`config.mk`:
```
export PLATFORM = sky130hd
export DESIGN_NAME = regfile_seq_ctrl
export DESIGN_NICKNAME = d
export VERILOG_FILES = /design/src/rtl/regfile_seq_ctrl.sv
export SDC_FILE = /design/constraint.sdc
export NUM_CORES = 1
export LEC_CHECK = 0
export ABC_AREA = 1
export BUFFER_PORTS_ARGS = -buffer_cell sky130_fd_sc_hd__buf_2
export CORE_ASPECT_RATIO = 0.75
export CORE_MARGIN = 8
export CORE_UTILIZATION = 50
export DETAILED_ROUTE_END_ITERATION = 12
export PLACE_DENSITY = 0.76
export SLEW_MARGIN = 40
export SYNTH_ARGS = -nofsm -noshare
export SYNTH_HDL_FRONTEND = slang
export SYNTH_SLANG_ARGS = --single-unit
```
`constraint.sdc`:
```
create_clock -name clk -period 1.8 [get_ports clk]
set_clock_uncertainty 0.1 [all_clocks]
set_input_delay 0.09 -clock clk [delete_from_list [all_inputs] [get_ports clk]]
set_output_delay 0.09 -clock clk [all_outputs]
set_load 0.02 [all_outputs]
```
`src/rtl/regfile_seq_ctrl.sv`:
```
// Sequencer for an 8x8 register file plus external ALU: zero-fills the file
// after reset, then runs one accepted instruction at a time through EXEC and WB.
module regfile_seq_ctrl #(
  parameter int DW         = 8,
  parameter int AW         = 3,
  parameter int INIT_CLEAR = 1
) (
  input  logic          clk,
  input  logic          reset,
  input  logic          instr_valid,
  output logic          instr_ready,
  input  logic [15:0]   instr,
  input  logic [DW-1:0] alu_result,
  output logic [AW-1:0] DA,
  output logic [AW-1:0] AA,
  output logic [AW-1:0] BA,
  output logic          RW,
  output logic [DW-1:0] wr_data,
  output logic [2:0]    alu_fs,
  output logic          busy,
  output logic          done,
  output logic          illegal
);

  localparam int NREG = 2**AW;

  typedef enum logic [1:0] {S_INIT, S_IDLE, S_EXEC, S_WB} state_t;

  localparam logic [3:0] OP_NOP = 4'd0;
  localparam logic [3:0] OP_LDI = 4'd1;
  localparam logic [3:0] OP_MOV = 4'd2;
  localparam logic [3:0] OP_ADD = 4'd3;
  localparam logic [3:0] OP_XOR = 4'd7;

  typedef struct packed {
    logic [3:0] op;
    logic [2:0] da;
    logic [2:0] aa;
    logic [2:0] ba;
    logic [2:0] lo;
  } instr_t;

  state_t          state;
  logic [AW-1:0]   cnt;
  instr_t          ir;
  logic [DW-1:0]   res;
  logic [7:0]      imm;
  logic            op_illegal;

  assign imm        = {ir.aa[1:0], ir.ba, ir.lo};
  assign op_illegal = ir.op[3];

  always_ff @(posedge clk or negedge reset) begin
    if (!reset) begin
      if (INIT_CLEAR != 0) state <= S_INIT;
      else                 state <= S_IDLE;
      cnt <= '0;
      ir  <= '0;
      res <= '0;
    end else begin
      case (state)
        S_INIT: begin
          cnt <= cnt + 1'b1;
          if (cnt == AW'(NREG-1)) state <= S_IDLE;
        end
        S_IDLE: begin
          if (instr_valid) begin
            ir    <= instr_t'(instr);
            state <= S_EXEC;
          end
        end
        S_EXEC: begin
          res <= (ir.op == OP_LDI) ? DW'(imm) : alu_result;
          if (ir.op == OP_NOP || op_illegal) state <= S_IDLE;
          else                               state <= S_WB;
        end
        S_WB:    state <= S_IDLE;
        default: state <= S_IDLE;
      endcase
    end
  end

  // Outputs decode the registered state; the reset term forces the quiet
  // reset-held values even though the state register already sits in INIT.
  always_comb begin
    instr_ready = 1'b0;
    busy        = 1'b1;
    RW          = 1'b0;
    DA          = '0;
    AA          = '0;
    BA          = '0;
    wr_data     = '0;
    alu_fs      = 3'd0;
    done        = 1'b0;
    illegal     = 1'b0;
    if (reset) begin
      busy = (state != S_IDLE);
      case (state)
        S_INIT: begin
          RW = 1'b1;
          DA = cnt;
        end
        S_IDLE: instr_ready = 1'b1;
        S_EXEC: begin
          AA = AW'(ir.aa);
          BA = AW'(ir.ba);
          if (ir.op >= OP_ADD && ir.op <= OP_XOR) alu_fs = 3'(ir.op - OP_MOV);
          done    = (ir.op == OP_NOP);
          illegal = op_illegal;
        end
        S_WB: begin
          RW      = 1'b1;
          DA      = AW'(ir.da);
          wr_data = res;
          done    = 1'b1;
        end
        default: ;
      endcase
    end
  end

endmodule

```
Yosys cells after proc, flatten, opt, wreduce, memory -nomap -nowiden
Cells that the tools add are included.
W data, S select, Z words.

word-level totals
  flip-flop bits (word level) = 29
  output and inout bits = 25
  logic and storage cells = 52

operators by class
  reductions and logical operators = 7
  add/subtract/negate cells = 2
  order comparisons = 2
  equal/unequal tests = 8
  muxes and demuxes = 25

operator list
  operator               number
  $mux W3                8
  $mux W8                3
  $mux W1                8
  $pmux W2 S4            1
  $mux W2                3
  $pmux W3 S2            1
  $eq A2 B2 Y1 const B   2
  $eq A4 B1 Y1 const B   1
  $ge A4 B2 Y1 const B   1
  $le A4 B3 Y1 const B   1
  $logic_not A4 Y1       1
  $ne A2 B2 Y1 const B   2
  $reduce_and A2 Y1      2
  $add A3 B1 Y3 const B  1
  $eq A3 B3 Y1 const B   1
  $sub A3 B2 Y3 const B  1
  $eq A2 B1 Y1 const B   1
  $logic_not A2 Y1       1
  $ne A2 B1 Y1 const B   1
  $pmux W1 S2            1
  $reduce_or A2 Y1       1
  $logic_and A1 B1 Y1    1
  $logic_or A1 B1 Y1     1

Longest topological paths before layout
Gate-level depths: netlist (run 1).

  word-level depth = 5
  mapped depth = 8
  mapped depth without buffers = 8

Least setup slack after synthesis (run 1)
Ideal clock, no wire load.

  path kind = reg-to-output
  from = register state[0]
  to = output port done
  data arrival time = 1.454 ns
  path slack = 0.156 ns
  stages on the path, launching flop included = 6
  path through = dfrtp_1 > inv_1 > ha_1 > buf_4 > nand2_1 > o21ai_0

on the way
  word-level cells in the longest chain between the ends = 3
  elaborated cells on any way between the ends = 4
  classes of those cells = 2 x eq/ne; 2 x mux

ends and longest elaborated chain
  item                    RTL line  RTL
  from (decl)             43        state_t state;
  from (signal assigned)  55        if (INIT_CLEAR != 0) state <= S_INIT;
  from (signal assigned)  56        else state <= S_IDLE;
  from (signal assigned)  64        if (cnt == AW'(NREG-1)) state <= S_IDLE;
  $eq A2 B2 Y1            98        case (state)
  $pmux W1 S2 (*)         98
  $mux W1 (*)             96        if (reset) begin
  to (decl)               21        output logic done,

Mark *: on every way between the ends. The rest lies on a longest branch, timed or not.

Worst setup path after layout (run 1)
  from = register state[0]
  to = output port DA[1]

on the way
  word-level cells in the longest chain between the ends = 3
  elaborated cells on any way between the ends = 4
  classes of those cells = 1 x eq/ne; 2 x mux; 1 x reduce/logical

ends and longest elaborated chain
  item                                                     RTL line  RTL
  $eq A2 B2 Y1 / $logic_not A2 Y1 (equally long branches)  98
  $pmux W3 S2 (*)                                          98
  $mux W3 (*)                                              96
  to (decl)                                                14        output logic [AW-1:0] DA,

Marks and branches as above.

==> run metrics, run 1 <==
status finished clean; WP data required roughly 1.6 ns; H-tree levels 2; worst hold stages 5; first-pass iteration count of the detailed router 4; DRC viols 0; critical path startpoint category register; Longest Clk Path Bufs 2; GRT Total Usage 16.8%; Pint roughly 2.0 mW; PwrDens 1490 mW/mm^2; Max Cap Viol 0; gr ovfl total 0; Worst Tran Pin Value 0.293 ns; Ports 52; share of cells above drive strength 1 30.7%; # setup viols final 0; Pwr Total 3.27 mW; Routed WL 4170 um; Die X just over 80 um; register share of total power 36.8%; crit path kind reg2out; Ys Warns 0; chip height around 65 um; first-pass GRT wire length 6820 um; Slew HR 80.4%; critical path peak fanout 4; post-synth top area share 45.7%; pin count of the biggest net entering global routing 29; sw power 1.31 mW; max-slew violations 0; DP HPWL 2880 um; 1st-iter DRT viols 79; Rows 17; P_leak ~1.3 nW; post-route ant nets 0; PortBufs 51; r2r startpoint state[0]$_DFFE_PN0P_; antenna violations before repair 0; Synth Instances 201; via count 1481; vias in the first global route between 1000 and 1500; antenna cells 0; TritonCTS Buffers 5; commonest non-fill, non-tap cell in the layout buf_2; fmax 587 MHz; Mapped Area 0.00159 mm^2; minimum clock period 1.70 ns; TritonCTS clock tree built; global placement routability congestion 0.874; clock network power share a little over a fifth; Final Hold Fails 0; DR vias/cell 4.70; Synth area leader dfrtp_1; Sw Share 40.0%; sum of negative setup slack 0 ns; clock-pin slew on the worst setup and hold paths 0.06 ns; Comb power frac 41.7%; RSZ-0062 raised after global routing false; Total Nets Final 309; main area contributors after synthesis dfrtp_1, nand2_1, inv_1; syn nets 234; register area share after synthesis 45.7%; Reg2Reg Setup Slack 0.1 ns; Die Area between 0.005 and 0.006 mm^2; Sink Count 29; Root Driver clkbuf_8; Initial Util 53.3%; nature of the critical path endpoint output pin; FF-to-FF path depth 4; period utilization about 95%; Hold Path End res[7]$_DFFE_PN0P_; hold path startpoint alu_result[7]; Netlist cell types 19; path type of the worst min-delay path in2reg; count of state elements after synthesis 29; Worst-Skew Late Latency around 0.28 ns; syn avg cell area 7.89 um^2; worst reg2reg path endpoint ir[11]$_DFFE_PN0P_; Critical Path AT roughly 1.5 ns; peak supply drop between 0.0009 and 0.001 V; P&R area growth vs syn 38.5%; drt wl/cell approximately 13 um; Core ar. between 0.002 and 0.003 mm^2; most frequent cells in the layout buf_2, nand2_1, nor2_1, inv_1, dfrtp_1
-- logic make-up after synthesis --
family                   Yosys count  synth area share [%]
XOR/XNOR                           1                 0.552
adder cells (fa/ha/maj)            6                  4.73
multiplexers                       6                  4.26
AO/OA/AOI/OAI                     18                  5.91
buffers and inverters             41                  11.3
AND/OR/NAND/NOR                  100                  27.5
flip-flops                        29                  45.7
-- synthesized netlist by cell type (all sizes together) --
cell type / n
nor2: 35
dfrtp: 29
a21oi: 16
ha: 6
buf: 2
o21ai: 2
nand3: 18
inv: 36
xor2: 1
nand2: 47
clkinv: 1
clkbuf: 2
mux2: 6
-- power groups by stage --
stage	combinational, mW	sequential [mW]	clock, mW
4_1_cts	1.29	1.20	0.710
3_5_place_dp	1.25	1.21	0
6_report	1.36	1.20	0.699
2_1_floorplan	0.991	1.15	0
5_1_grt	1.54	1.25	0.732
3_3_place_gp	1.23	1.20	0
-- worst max-delay path, stage by stage (launching register included) --
cell,delay [ns]
dfrtp_1,0.42
inv_2,0.08
ha_2,0.27
inv_1,0.08
nand2_2,0.09
a21oi_2,0.14
buf_4,0.16
-- state kept, by name (all words and copies together) (netlist names) --
register,count
ir,8
imm,8
cnt,3
state,2
res,8
-- routing by layer --
layer | global-route usage [%] | routed length, um | up-vias
li1 | - | - | 761
met1 | 21.6 | 1850 | 664
met2 | 25.8 | 1940 | 49
met3 | 4.13 | 293 | 7
met4 | 8.00 | 84 | 0
met5 | 0 | 0 | -
-- cell type report --
cell class	count	area (um^2)
repair buffers	72	463
flip-flops and latches	29	726
fillers	227	781
clock inverters	1	30.0
multi-input cells	131	706
clock buffers	7	86.3
inverters	37	139
well taps	38	47.5
-- worst max-delay path by stage --
stage                               startpoint                  to  slack, ns  cells after the start
after floorplan           state[0]$_DFFE_PN0P_                done       0.16                      5
after global placement    state[1]$_DFFE_PN0P_  ir[13]$_DFFE_PN0P_       0.26                      4
after detailed placement  state[1]$_DFFE_PN0P_  ir[11]$_DFFE_PN0P_       0.21                      4
after CTS                 state[0]$_DFFE_PN0P_                done       0.03                      5
after global routing      state[1]$_DFFE_PN0P_               DA[1]       0.02                      6
final                     state[0]$_DFFE_PN0P_               DA[1]        0.1                      6
-- metrics by stage --
stage | cell area [um^2] | instances | hold slack, ns | utilization, % | worst slack [ns]
3_5_place_dp | 1870 | 289 | -0.142 | 62.9 | 0.206
5_1_grt | 2200 | 315 | 0.0365 | 73.8 | 0.0182
6_report | 2200 | 315 | 0.00666 | 73.8 | 0.0955
2_1_floorplan | 1590 | 201 | -0.306 | - | 0.156
4_1_cts | 2160 | 314 | 0.00363 | 72.6 | 0.0308
3_3_place_gp | 1870 | 289 | -0.142 | 62.9 | 0.261
-- repair_timing --
action                     in CTS  in global routing
buffers inserted                0                  1
setup endpoints to repair       2                 14
resized for setup               2                 12
hold buffers                   17                  0
hold endpoints to repair       45                  0
Power figures use the tool's default switching activity.
==> run 2: changes to the inputs <==
--- a/config.mk
+++ b/config.mk
@@ -9,9 +9,9 @@
 export BUFFER_PORTS_ARGS = -buffer_cell sky130_fd_sc_hd__buf_2
 export CORE_ASPECT_RATIO = 0.75
 export CORE_MARGIN = 8
-export CORE_UTILIZATION = 50
+export CORE_UTILIZATION = 40
 export DETAILED_ROUTE_END_ITERATION = 12
-export PLACE_DENSITY = 0.76
+export PLACE_DENSITY = 0.63
 export SLEW_MARGIN = 40
 export SYNTH_ARGS = -nofsm -noshare
 export SYNTH_HDL_FRONTEND = slang
==> run metrics, run 2 (synthesized netlist as in run 1, its figures left out) <==
status finished clean; first-pass GRT wire length around 6700 um; Worst-Skew Late Latency 0.28 ns; Core ar. about 0.0037 mm^2; clock-pin slew on the worst setup and hold paths 0.06 ns; max-slew violations 0; sw power 1.25 mW; worst reg2reg path endpoint ir[8]$_DFFE_PN0P_; FF-to-FF path depth 6; critical path startpoint category register; Sw Share 40.9%; Critical Path AT about 1.5 ns; global placement routability congestion 0.789; Root Driver clkbuf_8; worst hold stages 5; Total Nets Final roughly 310; Routed WL between 3000 and 4000 um; Max Cap Viol 0; TritonCTS Buffers 5; setup ws final approximately 0.083 ns; H-tree levels 2; antenna violations before repair 0; Ports 52; r2r startpoint state[1]$_DFFE_PN0P_; DR vias/cell 4.38; gr ovfl total 0; PortBufs 51; Longest Clk Path Bufs 2; WP data required 1.61 ns; # setup viols final 0; fmax 582 MHz; path type of the worst min-delay path in2reg; Final Hold Fails 0; Pint 1.82 mW; P_leak 1.27 nW; Worst Tran Pin Value 0.274 ns; Comb power frac a little over two fifths; chip height between 70 and 80 um; antenna cells 0; crit path kind reg2out; first-pass iteration count of the detailed router 4; # fillers around 370; share of cells above drive strength 1 29.3%; dpl ws 0.274 ns; minimum clock period 1.72 ns; worst setup path start state[0]$_DFFE_PN0P_; P&R area growth vs syn 40.3%; commonest non-fill, non-tap cell in the layout buf_2; register share of total power between 30% and 40%; TritonCTS clock tree built; Die Area between 0.006 and 0.007 mm^2; GRT Total Usage between 10 and 15%; most frequent cells in the layout buf_2, nand2_1, inv_1, nor2_1, dfrtp_1; DRC viols 0; 1st-iter DRT viols 113; peak supply drop 0.000680 V; vias in the first global route 1416; via count 1453; Pwr Total slightly above 3 mW; critical path peak fanout 9; Die X 88.7 um; Slew HR 81.7%; period utilization 95.4%; PwrDens 1380 mW/mm^2; drt wl/cell ~12 um; nature of the critical path endpoint output pin; worst setup path endpoint done; DP HPWL 2850 um; Initial Util 42.5%; Reg2Reg Setup Slack 0.28 ns; Rows 19; post-route ant nets 0; pin count of the biggest net entering global routing 16; Sink Count 29; post-CTS setup buffer count 0; clock network power share between 10% and 20%
==> run 2: cell types whose count changed in the layout (fill, tap and decap cells not counted) <==
cell / previous run / this run
a21oi_1: 12 / 14
a21oi_2: 4 / 2
buf_2: 48 / 47
buf_6: 0 / 2
bufinv_16: 1 / 0
dlygate4sd3_1: 17 / 20
ha_1: 4 / 5
ha_2: 2 / 1
inv_1: 32 / 33
inv_2: 4 / 3
o21ai_1: 1 / 0
o21ai_2: 0 / 1
==> run 2: how the worst min path moves through the flow <==
stage | start | end | slack (ns)
finish | alu_result[6] | res[6]$_DFFE_PN0P_ | 0.009
global route | alu_result[0] | res[0]$_DFFE_PN0P_ | 0.03
CTS | alu_result[0] | res[0]$_DFFE_PN0P_ | 0.006
detailed placement | reset | ir[11]$_DFFE_PN0P_ | -0.16
global placement | reset | ir[11]$_DFFE_PN0P_ | -0.15
floorplan | reset | cnt[0]$_DFFE_PN0N_ | -0.31
==> run 2: power by group through the flow <==
stage	combinational [mW]	sequential, mW	clock (mW)
floorplan	0.991	1.15	0
CTS	1.30	1.19	0.546
finish	1.34	1.19	0.537
detailed placement	1.26	1.20	0
global route	1.53	1.23	0.575
global placement	1.26	1.19	0
==> run 2: per-layer routing <==
layer  track usage (%)  share of wire, %  vias up
met2              19.6                44       40
li1                  -                 -      771
met1              18.0                47      634
met4              6.73               2.2        0
met5                 0                 0        -
met3              4.96               6.6        8
==> run 2: cell type report <==
class | count | area [um^2] | share of cell area (%)
clock buffers | 7 | 86.3 | 3.88
well taps | 52 | 65.1 | 2.92
flip-flops and latches | 29 | 726 | 32.6
multi-input cells | 131 | 699 | 31.4
inverters | 37 | 139 | 6.24
repair buffers | 76 | 510 | 22.9
==> run 2: through the flow <==
stage	instance area, um^2	hold slack, ns	setup TNS [ns]	std cells	util, %
floorplan	1590	-0.306	0	201	-
global placement	1900	-0.154	0	305	51.0
detailed placement	1900	-0.158	0	305	51.0
CTS	2190	0.00561	0	332	58.7
global route	2230	0.0339	-0.0290	332	59.6
finish	2230	0.00929	0	332	59.6
==> run 2: critical path: stages (launching register included) <==
cell and delay [ns]:
dfrtp_1 0.40, inv_1 0.10, ha_1 0.20, nand2_2 0.15, o21ai_2 0.20, buf_2 0.19
==> run 2: repair_timing <==
item | 4_1_cts | 5_1_grt
gates resized for setup | 1 | 13
gates cloned | 0 | 0
hold buffers | 20 | 0
setup endpoints to repair | 1 | 16
endpoints found under the hold margin | 48 | 0
